File: config.mk
export PLATFORM = sky130hd
export DESIGN_NAME = reg_snapshot_reader
export DESIGN_NICKNAME = d
export VERILOG_FILES = /design/src/rtl/reg_snap_pkg.sv /design/src/rtl/sat_counter.sv /design/src/rtl/reg_snapshot_reader.sv
export SDC_FILE = /design/constraint.sdc
export NUM_CORES = 1
export LEC_CHECK = 0
export BUFFER_PORTS_ARGS = -buffer_cell sky130_fd_sc_hd__buf_4
export CORE_MARGIN = 2
export CORE_UTILIZATION = 47
export DETAILED_ROUTE_END_ITERATION = 7
export PLACE_DENSITY = 0.73
export SLEW_MARGIN = 20
export SYNTH_ARGS = -nofsm -noshare
export SYNTH_HDL_FRONTEND = slang
export SYNTH_SLANG_ARGS = --single-unit
export TNS_END_PERCENT = 100
File: constraint.sdc
create_clock -name clk -period 2.16 [get_ports clk]
set_input_delay 0.54 -clock clk [delete_from_list [all_inputs] [get_ports clk]]
set_output_delay 0.54 -clock clk [all_outputs]
set_load 0.05 [all_outputs]
File: src/rtl/reg_snap_pkg.sv
// Shared types and helpers for the register snapshot reader.
//   snap_state_t : reader FSM states (IDLE, SEND)
//   idx_w()      : index width needed to address n words (at least 1 bit)
package reg_snap_pkg;

  typedef enum logic {IDLE, SEND} snap_state_t;

  function automatic int idx_w(int n);
    return (n > 1) ? $clog2(n) : 1;
  endfunction

endpackage

File: src/rtl/sat_counter.sv
// Saturating up-counter with asynchronous active-low clear.
// Ports:
//   clk   : clock, rising edge
//   rst_n : asynchronous active-low clear
//   inc   : increment enable; ignored once count is all-ones
//   count : current count value
module sat_counter #(
  parameter int unsigned W = 8
) (
  input  logic         clk,
  input  logic         rst_n,
  input  logic         inc,
  output logic [W-1:0] count
);

  always_ff @(posedge clk or negedge rst_n) begin
    if (!rst_n) begin
      count <= '0;
    end else if (inc && (count != '1)) begin
      count <= count + W'(1);
    end
  end

endmodule

File: src/rtl/reg_snapshot_reader.sv
// Register snapshot reader: on cap_i, samples the whole register bank into a shadow copy on a
// single edge, then streams the shadow words one per valid/ready handshake.
// Ports:
//   clk, rst_n    : clock (rising edge) and asynchronous active-low reset
//   cap_i         : capture strobe
//   reg_i         : packed register bank, word k at reg_i[k*DATA_W +: DATA_W]
//   out_valid_o   : a shadow word is presented
//   out_ready_i   : consumer accepts the presented word
//   out_data_o    : shadow word at out_idx_o
//   out_idx_o     : index of the presented word
//   out_last_o    : presented word is the final one of the snapshot
//   busy_o        : streaming a snapshot
//   drop_cnt_o    : saturating count of captures ignored while busy
module reg_snapshot_reader
  import reg_snap_pkg::*;
#(
  parameter int unsigned DATA_W   = 32,
  parameter int unsigned NUM_REGS = 3,
  parameter int unsigned CNT_W    = 8,
  localparam int unsigned IDX_W   = idx_w(NUM_REGS)
) (
  input  logic                       clk,
  input  logic                       rst_n,
  input  logic                       cap_i,
  input  logic [NUM_REGS*DATA_W-1:0] reg_i,
  output logic                       out_valid_o,
  input  logic                       out_ready_i,
  output logic [DATA_W-1:0]          out_data_o,
  output logic [IDX_W-1:0]           out_idx_o,
  output logic                       out_last_o,
  output logic                       busy_o,
  output logic [CNT_W-1:0]           drop_cnt_o
);

  snap_state_t       state_q, state_d;
  logic [IDX_W-1:0]  idx_q, idx_d;
  logic [DATA_W-1:0] shadow_q [NUM_REGS];
  logic              load;
  logic              drop;
  logic              xfer;
  logic              at_last;

  always_comb begin
    at_last = (idx_q == IDX_W'(NUM_REGS - 1));
    xfer    = (state_q == SEND) && out_ready_i;
    state_d = state_q;
    idx_d   = idx_q;
    load    = 1'b0;
    drop    = 1'b0;
    unique case (state_q)
      IDLE: begin
        if (cap_i) begin
          load    = 1'b1;
          state_d = SEND;
          idx_d   = '0;
        end
      end
      SEND: begin
        if (xfer && at_last) begin
          // Final word leaves this edge: a coincident capture starts the next snapshot
          // with no bubble instead of being dropped.
          idx_d = '0;
          if (cap_i) begin
            load = 1'b1;
          end else begin
            state_d = IDLE;
          end
        end else begin
          if (xfer) begin
            idx_d = idx_q + IDX_W'(1);
          end
          drop = cap_i;
        end
      end
    endcase
  end

  always_ff @(posedge clk or negedge rst_n) begin
    if (!rst_n) begin
      state_q <= IDLE;
      idx_q   <= '0;
    end else begin
      state_q <= state_d;
      idx_q   <= idx_d;
    end
  end

  // Every word loads on the same edge so a snapshot is never a mix of two bank states.
  always_ff @(posedge clk or negedge rst_n) begin
    if (!rst_n) begin
      for (int k = 0; k < NUM_REGS; k++) begin
        shadow_q[k] <= '0;
      end
    end else if (load) begin
      for (int k = 0; k < NUM_REGS; k++) begin
        shadow_q[k] <= reg_i[k*DATA_W +: DATA_W];
      end
    end
  end

  sat_counter #(
    .W (CNT_W)
  ) u_drop_cnt (
    .clk   (clk),
    .rst_n (rst_n),
    .inc   (drop),
    .count (drop_cnt_o)
  );

  assign out_valid_o = (state_q == SEND);
  assign busy_o      = (state_q == SEND);
  assign out_data_o  = shadow_q[idx_q];
  assign out_idx_o   = idx_q;
  assign out_last_o  = at_last;

endmodule
# Word level (Yosys, flattened, before mapping)
# Index checks and enable logic that the tools add are counted.
[totals] ff_bits=107 latchBits=0 ramBits=0 mem_bits_ro=0 in_bits=100 out_inout_bits=45 elab_cells=33 n_memories=0
[classes] addsub=2 mul=0 n_div=0 order_cmp=1 eq_ne=4 n_shift=0 mux=14 bitwise_logic=2 reduce_logical=4
[ops] operator="32-bit binary-select mux with 2-bit select" count=1
[ops] operator="32-bit two-way mux" count=2
[ops] operator="8-bit by 1-bit adder with 8-bit output, second input constant" count=1
[ops] operator="8-bit != test, second input constant" count=1
[ops] operator="2-bit two-way mux" count=3
[ops] operator="1-bit two-way mux" count=5
[ops] operator="1-bit one-hot mux with 2 select lines" count=2
[ops] operator="2-bit one-hot mux with 2 select lines" count=1
[ops] operator="3-bit >= comparator, second input constant" count=1
[ops] operator="1-bit logical AND" count=3
[ops] operator="3-bit by 1-bit != test with 1-bit output, second input constant" count=1
[ops] operator="2-bit inverter with 3-bit output" count=1
[ops] operator="2-bit by 1-bit adder with 2-bit output, second input constant" count=1
[ops] operator="2-bit equality test, second input constant" count=1
[ops] operator="2-bit != test, second input constant" count=1
[ops] operator="2-bit AND reduction" count=1
[ops] operator="1-bit inverter" count=1

# Longest topological paths before layout
# Gate-level depths: netlist of the first run.
[depth] ltp_word=5 mapped_depth=7

# Modules after synthesis
# From an unflattened synthesis of the first run, not the netlist that was laid out.
[hier_totals] cells_unflattened=358 area_unflattened_um2=4799.6
[by_module_without_submodules] mod="reg_snapshot_reader" instances=1 cells_each=324 area_per_inst_um2=4391.7 seq_area_each_um2=2477.4
[by_module_without_submodules] mod="sat_counter" instances=1 cells_each=34 area_per_inst_um2=407.9 seq_area_each_um2=200.2

# Worst setup path after synthesis of the first run
# Ideal clock, no wire load.
[synth_timing] kind="reg-to-output" start="register idx_q[1], in the netlist out_idx_o[1]" end="output out_data_o[10]" arrival_time_ps=2390 required_ps=1620 setup_slack_ps=-770 stages_incl_launch_ff=5 path_buffers=2 cell_sequence="dfrtp_1 buf_2 buf_2 mux2i_1 o21ai_0"
[synth_via] elab_chain_len=4
[synth_lines] item="start: declaration" line_no="reg_snapshot_reader.sv:36" text="logic [IDX_W-1:0] idx_q, idx_d;"
[synth_lines] item="start signal: assignment" line_no="reg_snapshot_reader.sv:84" text="idx_q <= idx_d;"
[synth_lines] item="2-bit inverter with 3-bit output (not written as such)" line_no="reg_snapshot_reader.sv:112" text="assign out_data_o = shadow_q[idx_q];"
[synth_lines] item="32-bit binary-select mux with 2-bit select" line_no="reg_snapshot_reader.sv:112"
[synth_lines] item="32-bit two-way mux (not written as such) (2 in a row)" line_no="reg_snapshot_reader.sv:112"
[synth_lines] item="end: declaration" line_no="reg_snapshot_reader.sv:28" text="output logic [DATA_W-1:0] out_data_o,"
# No other way between the ends. The select of a mux whose other input is x is not followed.

# Worst setup path after layout of the first run
[layout_timing] start="register idx_q[1], in the netlist out_idx_o[1]" end="output out_data_o[30]"
# Same word-level chain as after synthesis.

==> results of run 1 <==
power by group through the flow:
| stage | combinational [mW] | sequential, mW | clock, mW |
|---|---|---|---|
| floorplan | 4.87 | 3.73 | 0 |
| global placement | 6.69 | 3.58 | 0 |
| detailed placement | 6.79 | 3.63 | 0 |
| CTS | 6.93 | 3.60 | 1.27 |
| global route | 7.83 | 3.81 | 1.35 |
| finish | 7.42 | 3.66 | 1.22 |
final timing paths:
path	from	end	slack (ns)	depth (start not counted)
worst max-delay path	out_idx_o[1]	out_data_o[30]	0.01	4
worst min-delay path	rst_n	shadow_q[36]	0.14	1
worst max register to register	out_idx_o[1]	shadow_q[71]	0.31	5
worst min register to register	shadow_q[1]	shadow_q[1]	0.51	1
max in group asynchronous	rst_n	u_drop_cnt.count[0]	1.45	2
min in group clk	cap_i	out_idx_o[1]	0.39	2
metal layers:
layer / global-route usage (%) / part of all wire [%] / vias to the layer above
met3: 4.863 / 4.5 / 19
li1: - / - / 1586
met4: 7.421 / 2.2 / 0
met2: 33.36 / 49 / 96
met5: 0 / 0 / -
met1: 26.37 / 44 / 1668
cell usage in the layout (no fill, tap or decap), types with 5 or more instances in the layout:
cell type  count
buf_12         9
buf_4        114
buf_6         36
clkbuf_8      10
dfrtp_1      105
mux2_2        60
mux2_4        40
mux2i_1       23
mux2i_2        8
nand2_1       34
nand2_2        5
o21ai_2       30
cells by family after synthesis:
| group | after synthesis |
|---|---|
| muxes | 132 |
| DFF | 107 |
| and+or+nand+nor | 61 |
| AOI/OAI and AO/OA | 38 |
| buffers and inverters | 24 |
| xor gates and xnor gates | 3 |
| adders and majority gates | 1 |
metrics by stage:
step	setup slack [ns]	utilization, %	TNS (ns)
after floorplan	-0.006540	-	-0.04578
after global placement	0.2741	61.88	0
after detailed placement	0.2165	61.88	0
after CTS	-0.005764	64.20	-0.005764
after global routing	-0.07092	66.28	-1.373
final	0.01458	66.28	0
Yosys cell counts:
cell type	n	area share, %
dfrtp_1	107	54
mux2_2	60	14
mux2_4	40	12
nand2_1	40	3.0
o21ai_0	33	3.3
mux2i_1	32	6.4
buf_2	12	1.2
buf_12	4	1.6
clkbuf_1	4	0.30
and4_1	3	0.53
nand2b_1	3	0.38
nand3_1	3	0.30
and3_1	2	0.25
nand3b_1	2	0.30
nand4_1	2	0.25
nor2_1	2	0.15
nor2b_1	2	0.25
o31ai_1	2	0.30
xnor2_1	2	0.35
a21oi_1	1	0.10
a31oi_1	1	0.13
and2_1	1	0.13
and2_4	1	0.18
buf_4	1	0.15
buf_6	1	0.23
buf_8	1	0.30
ha_1	1	0.25
inv_1	1	0.075
o22ai_1	1	0.13
xor2_1	1	0.18
layout make-up:
class / instances / area, um^2
inverter: 1 / 3.754
tap: 136 / 170.2
clock buffer: 12 / 145.1
multi-input combinational: 235 / 2328
clock inverter: 4 / 48.80
timing repair buffer: 160 / 1466
fill: 796 / 3481
sequential: 107 / 2680
timing repair:
item                                   in CTS  in global routing
endpoints found under the hold margin       0                  0
setup endpoints to repair                  21                 32
gates cloned                                0                  2
pin swaps                                   0                  2
resized for setup                          12                 50
critical path, cell delays in order (launching register included):
cell	delay, ns
dfrtp_2	0.51
buf_12	0.19
mux2i_4	0.19
o22ai_4	0.16
buf_6	0.18
state kept, by name (all words and copies together) (netlist names):
name              count
shadow_q             96
u_drop_cnt.count      8
out_idx_o             2
busy_o                1
==> flow_summary.yaml, run 1 <==
grt:
  grt_pass1_wl_um: 18200
  grtUsageTotal_pct: 20.38
  antenna_found_initial: 0
  grt_max_degree: 39
  first_global_vias: 3667
  grt_overflow: 0
cts:
  cts_tree: "done"
  postCtsSetupBuffers: 0
  clockRootBuffer: "clkbuf_8"
  cts_htree_levels: 3
  cts_buffers: 9
  cts_hold_buf: 0
  clk_pin_slew_ns: 0.10
  clockBufferDepth: 2
  clock_latency_ns: 0.36
  numClockSinks: 107
power:
  p_per_area_nw_per_um2: 1799
  vdd_drop_max_mv: 1.102
  pwr-share-comb_pct: 60.3
  p_sw_mw: 5.402
  swShare_pct: 43.89
  leakagePower_nw: 3.107
  p_total_mw: 12.31
  intPower_mw: 6.907
  clkPwrFrac_pct: 9.9
  p_seq_share_pct: 29.8
timing:
  fin_crit_ns: 2.145
  timing.final.crit_share_pct: 99.32
  hold_viol: 0
  setup_viol: 0
  finalClockSkew_ns: 0.009202
  holdWs_ns: 0.1369
  fmax_mhz: 466.1
  finalMaxSlewViolations: 0
  worst_pin_slew_ns: 0.4998
  timing.slew.headroom_pct: 66.68
  rsz0062_at_grt: "yes"
logic_synthesis:
  synth_top_family_by_area: "multiplexers"
  syn_inst: 366
  yosysSeqAreaShare_pct: 53.67
  ys_ff_latch: 107
  synth_area_um2: 4989
  synth.distinct_cells: 30
  syn_nets: 467
  synth.area.mux_share_pct: 32.00
  synth-simple-area-share_pct: 5.719
  synth-compound-area-share_pct: 3.963
  yosys_warnings: 0
  synthXorXnorAreaFrac_pct: 0.5267
  yosys.area_share.adder_pct: 0.2508
  avgSynthCellArea_um2: 13.63
finish:
  drive_gt1_share_pct: 62.81
  num-nets-final: 615
  fin_cells: 655
  final_cell_area_um2: 6843
  area_delta_synth_final_pct: 37.17
  diodes: 0
routing:
  vias: 3369
  wl_per_cell_um: 17.09
  final_antenna_net_count: 0
  drc: 0
  wl_um: 11190
  drtIter0Drc: 176
  vias_per_cell: 5.144
  dr.pass1.iters: 4
hold_path:
  hold_path_class: "in2async"
floorplanning:
  die_area_um2: 11450
  core_um2: 10320
  start_util_pct: 48.32
  die_w_um: 107.0
  die_h_um: 107.0
  std_cell_rows: 37
  io_pins: 145
setup_path:
  arrival_ns: 1.61
  worst_setup_path_start_kind: "register"
  critPathKind: "reg2out"
  required_ns: 1.62
  crit_fanout: 10
  endpoint_kind: "primary output"
placement:
  placed_cell_area_um2: 6389
  dp.cells: 637
  place.gp.congestion: 0.7891
  place.port_buffers: 144
  dpl.hpwl_um: 7922
status:
  outcome: "finished, final reports clean"
job:
  drv_cap: 0
(Power assumes the default switching activity.)
==> run 2, diff against run 1 <==
--- a/config.mk
+++ b/config.mk
@@ -9,7 +9,7 @@
 export CORE_MARGIN = 2
 export CORE_UTILIZATION = 47
 export DETAILED_ROUTE_END_ITERATION = 7
-export PLACE_DENSITY = 0.73
+export PLACE_DENSITY = 0.7
 export SLEW_MARGIN = 20
 export SYNTH_ARGS = -nofsm -noshare
 export SYNTH_HDL_FRONTEND = slang
==> flow_summary.yaml, run 2 (synthesis results as in run 1) <==
status:
  outcome: "finished, final reports clean"
finish:
  largest-register: "shadow_q"
  num-nets-final: 612
  layout_common_cells: "buf_4 (138), dfrtp_1 (105), mux2_2 (60), nand2_1 (40), mux2_4 (40)"
  final_cell_area_um2: 6699
  area_delta_synth_final_pct: 34.29
  final_util_pct: 64.89
  largest_reg_flops: 96
  diodes: 0
  drive_gt1_share_pct: 61.05
  layout_commonest_cell: "buf_4"
  fillers: 818
power:
  clkPwrFrac_pct: 12.1
  p_per_area_nw_per_um2: 1804
  p_sw_mw: 5.285
  p_total_mw: 12.08
  p_seq_share_pct: 30.1
  leakagePower_nw: 3.063
  vdd_drop_max_mv: 1.131
  pwr-share-comb_pct: 57.8
  swShare_pct: 43.74
  intPower_mw: 6.797
grt:
  grt_max_degree: 43
  grt_pass1_wl_um: 17710
  antenna_found_initial: 0
  grt_overflow: 0
  grtUsageTotal_pct: 19.99
  first_global_vias: 3568
setup_path:
  endpoint_kind: "primary output"
  cp_slowest_cell: "dfrtp_2"
  required_ns: 1.62
  path_cells: "buf_12 -> mux2i_2 -> o21ai_4 -> buf_4"
  rr_endpoint: "shadow_q[4]"
  crit_fanout: 16
  r2r_start: "out_idx_o[0]"
  critPathCapture: "out_data_o[11]"
  r2r_setup_slack_ns: 0.38
  critPathKind: "reg2out"
  path_delay_family: "flip-flops"
  arrival_ns: 1.59
  max_stage_delay_ns: 0.47
  reg2reg_depth: 5
  worst_setup_path_start_kind: "register"
  crit_buf_inv: 2
  cp.depth: 4
  startpoint: "out_idx_o[1]"
routing:
  drc: 0
  drtIter0Drc: 96
  wl_per_cell_um: 16.67
  dr.pass1.iters: 4
  final_antenna_net_count: 0
  vias_per_cell: 5.104
  wl_um: 10870
  vias: 3328
timing:
  setup_viol: 0
  rsz0062_at_grt: "yes"
  fin_crit_ns: 2.135
  layout_setup_ws_ns: 0.02543
  timing.final.crit_share_pct: 98.82
  finalClockSkew_ns: 0.008536
  hold_viol: 0
  fmax_mhz: 468.5
  holdWs_ns: 0.1279
  finalMaxSlewViolations: 0
  timing.slew.headroom_pct: 65.90
  worst_pin_slew_ns: 0.5116
cts:
  cts_htree_levels: 3
  cts_tree: "done"
  clockBufferDepth: 2
  clockRootBuffer: "clkbuf_8"
  clock_latency_ns: 0.37
  clk_pin_slew_ns: 0.09
  numClockSinks: 107
  cts_buffers: 9
floorplanning:
  core_um2: 10320
  die_h_um: 107.0
  start_util_pct: 48.32
  die_area_um2: 11450
  die_w_um: 107.0
  std_cell_rows: 37
  io_pins: 145
placement:
  pre_cts_ws_ns: 0.2661
  place.gp.congestion: 0.7479
  placed_cell_area_um2: 6356
  place.port_buffers: 144
  dpl.hpwl_um: 7815
hold_path:
  hold_path_class: "in2async"
job:
  drv_cap: 0
[run 2: changes by cell type in the layout (fill, tap and decap cells not counted), sizes merged]
cell	change
buf	-2
bufinv	+2
clkbuf	-2
inv	-1
[run 2: layout make-up]
cell class              count  area, um^2  share of cell area, %
multi-input cells         235        2297                  34.29
flip-flops and latches    107        2680                  40.01
repair buffers            157        1306                  19.50
clock buffers              11       141.4                  2.111
inverters                   1       3.754                0.05603
clock inverters             5       100.1                  1.494
well taps                 136       170.2                  2.540
[run 2: worst min-delay path by stage]
stage | to | slack [ns] | depth (start not counted)
6_report | shadow_q[2] | 0.13 | 1
5_1_grt | shadow_q[2] | 0.16 | 1
4_1_cts | shadow_q[35] | 0.14 | 1
3_5_place_dp | shadow_q[72] | 0.49 | 1
3_3_place_gp | shadow_q[11] | 0.49 | 1
2_1_floorplan | busy_o | 0.24 | 0
[run 2: power groups by stage]
stage | clock, mW | combinational (mW) | sequential (mW)
floorplan | 0 | 4.87 | 3.73
global placement | 0 | 6.67 | 3.59
detailed placement | 0 | 6.77 | 3.64
CTS | 1.50 | 6.81 | 3.61
global route | 1.59 | 7.35 | 3.78
finish | 1.46 | 6.98 | 3.64
[run 2: timing repair]
item / 4_1_cts / 5_1_grt
setup buffers: 0 / 0
hold buffers: 0 / 0
hold endpoints to repair: 0 / 0
setup endpoints to repair: 19 / 32
pin swaps: 0 / 0
gates resized for setup: 3 / 22
[run 2: layer usage]
layer	global-route usage [%]	share of wire, %
met5	0	0
met4	5.288	0.99
met3	5.471	5.9
met2	32.32	49
met1	26.63	44
[run 2: worst reg2reg max path: cells and delay by family, from the launching register on]
kind	cells	cell delay, ns
AND/OR/NAND/NOR	3	0.50
multiplexers	1	0.39
flip-flops	1	0.44
buffers and inverters	1	0.34
[run 2: stage by stage]
step,instances,setup TNS (ns)
6_report,652,0
5_1_grt,652,-0.8513
4_1_cts,652,-0.04368
3_5_place_dp,636,0
3_3_place_gp,636,0
2_1_floorplan,366,-0.04578
==> run 3, diff against run 2 <==
--- a/config.mk
+++ b/config.mk
@@ -8,6 +8,7 @@
 export BUFFER_PORTS_ARGS = -buffer_cell sky130_fd_sc_hd__buf_4
 export CORE_MARGIN = 2
 export CORE_UTILIZATION = 47
+export CTS_BUF_LIST = sky130_fd_sc_hd__clkbuf_8
 export DETAILED_ROUTE_END_ITERATION = 7
 export PLACE_DENSITY = 0.7
 export SLEW_MARGIN = 20
==> flow_summary.yaml, run 3 (synthesis results as in run 1) <==
floorplanning:
  die_area_um2: 11450
  die_w_um: 107.0
  io_pins: 145
  std_cell_rows: 37
  die_h_um: 107.0
  core_um2: 10320
  start_util_pct: 48.32
power:
  p_sw_mw: 5.285
  swShare_pct: 43.76
  clkPwrFrac_pct: 12.1
  intPower_mw: 6.793
  pwr-share-comb_pct: 57.8
  vdd_drop_max_mv: 1.131
  p_per_area_nw_per_um2: 1803
  leakagePower_nw: 3.067
  p_total_mw: 12.08
  p_seq_share_pct: 30.1
timing:
  fmax_mhz: 468.5
  timing.slew.headroom_pct: 65.90
  rsz0062_at_grt: "yes"
  layout_setup_ws_ns: 0.02544
  finalClockSkew_ns: 0.008536
  setup_viol: 0
  hold_viol: 0
  timing.final.crit_share_pct: 98.82
  worst_pin_slew_ns: 0.5116
  holdWs_ns: 0.1279
  fin_crit_ns: 2.135
  finalMaxSlewViolations: 0
routing:
  final_antenna_net_count: 0
  vias_per_cell: 5.104
  drtIter0Drc: 97
  wl_um: 10870
  vias: 3328
  wl_per_cell_um: 16.67
  drc: 0
  dr.pass1.iters: 4
cts:
  clk_pin_slew_ns: 0.09
  cts_buffers: 9
  postCtsSetupBuffers: 0
  numClockSinks: 107
  clockRootBuffer: "clkbuf_8"
  cts_htree_levels: 3
  cts_tree: "done"
  clockBufferDepth: 2
  clock_latency_ns: 0.37
setup_path:
  r2r_setup_slack_ns: 0.38
  required_ns: 1.62
  rr_endpoint: "shadow_q[4]"
  critPathKind: "reg2out"
  arrival_ns: 1.59
  worst_setup_path_start_kind: "register"
  crit_fanout: 16
  r2r_start: "out_idx_o[0]"
  endpoint_kind: "primary output"
  reg2reg_depth: 5
finish:
  diodes: 0
  largest_reg_flops: 96
  fillers: 818
  num-nets-final: 612
  regArea_um2: 2680
  layout_commonest_cell: "buf_4"
  drive_gt1_share_pct: 61.05
  largest-register: "shadow_q"
  final_cell_area_um2: 6699
  layout_common_cells: "buf_4 (138), dfrtp_1 (105), mux2_2 (60), nand2_1 (40), mux2_4 (40)"
  multi_input_area_um2: 2297
  final_util_pct: 64.89
  area_delta_synth_final_pct: 34.29
grt:
  grt_max_degree: 43
  first_global_vias: 3568
  grtUsageTotal_pct: 19.99
  grt_overflow: 0
  antenna_found_initial: 0
  grt_pass1_wl_um: 17710
status:
  outcome: "finished, final reports clean"
job:
  drv_cap: 0
placement:
  pre_cts_ws_ns: 0.2661
  place.gp.congestion: 0.7479
  place.port_buffers: 144
  dpl.hpwl_um: 7815
  placed_cell_area_um2: 6356
hold_path:
  hold_path_class: "in2async"
[run 3: timing repair]
action                     CTS  global route
setup endpoints to repair   19            32
hold buffers                 0             0
resized for setup            3            22
[run 3: area by class of cell]
cell class / instances / share of cell area, %
Sequential cell: 107 / 40.01
Multi-Input combinational cell: 235 / 34.29
Timing Repair Buffer: 157 / 19.50
Tap cell: 136 / 2.540
Clock buffer: 10 / 2.055
Clock inverter: 6 / 1.550
Inverter: 1 / 0.05603
[run 3: worst max path at each step]
stage / slack, ns / from / depth (start not counted) / to
global route: -0.06 / out_idx_o[1] / 4 / out_data_o[8]
finish: 0.03 / out_idx_o[1] / 4 / out_data_o[11]
global placement: 0.31 / out_ready_i / 6 / shadow_q[2]
detailed placement: 0.27 / out_ready_i / 6 / shadow_q[4]
floorplan: -0.007 / out_idx_o[1] / 4 / out_data_o[23]
CTS: -0.01 / out_idx_o[1] / 5 / out_data_o[19]
[run 3: stage by stage]
stage	instances	setup TNS [ns]
after floorplan	366	-0.04578
after global placement	636	0
after detailed placement	636	0
after CTS	652	-0.04368
after global routing	652	-0.8513
final	652	0
[run 3: worst max-delay path, stage by stage (launching register included)]
cell     delay, ns
dfrtp_2       0.47
buf_12        0.21
mux2i_2       0.28
o21ai_4       0.06
buf_4         0.19
[run 3: power by group through the flow]
stage               sequential, mW  clock (mW)  combinational (mW)
CTS                           3.61        1.50                6.81
global route                  3.78        1.59                7.35
detailed placement            3.64           0                6.77
finish                        3.64        1.46                6.98
floorplan                     3.73           0                4.87
global placement              3.59           0                6.67
[run 3: layer usage]
metal,global-route usage (%),share of wire [%]
met5,0,0
met4,5.288,0.99
met3,5.471,5.9
met2,32.32,49
met1,26.63,44
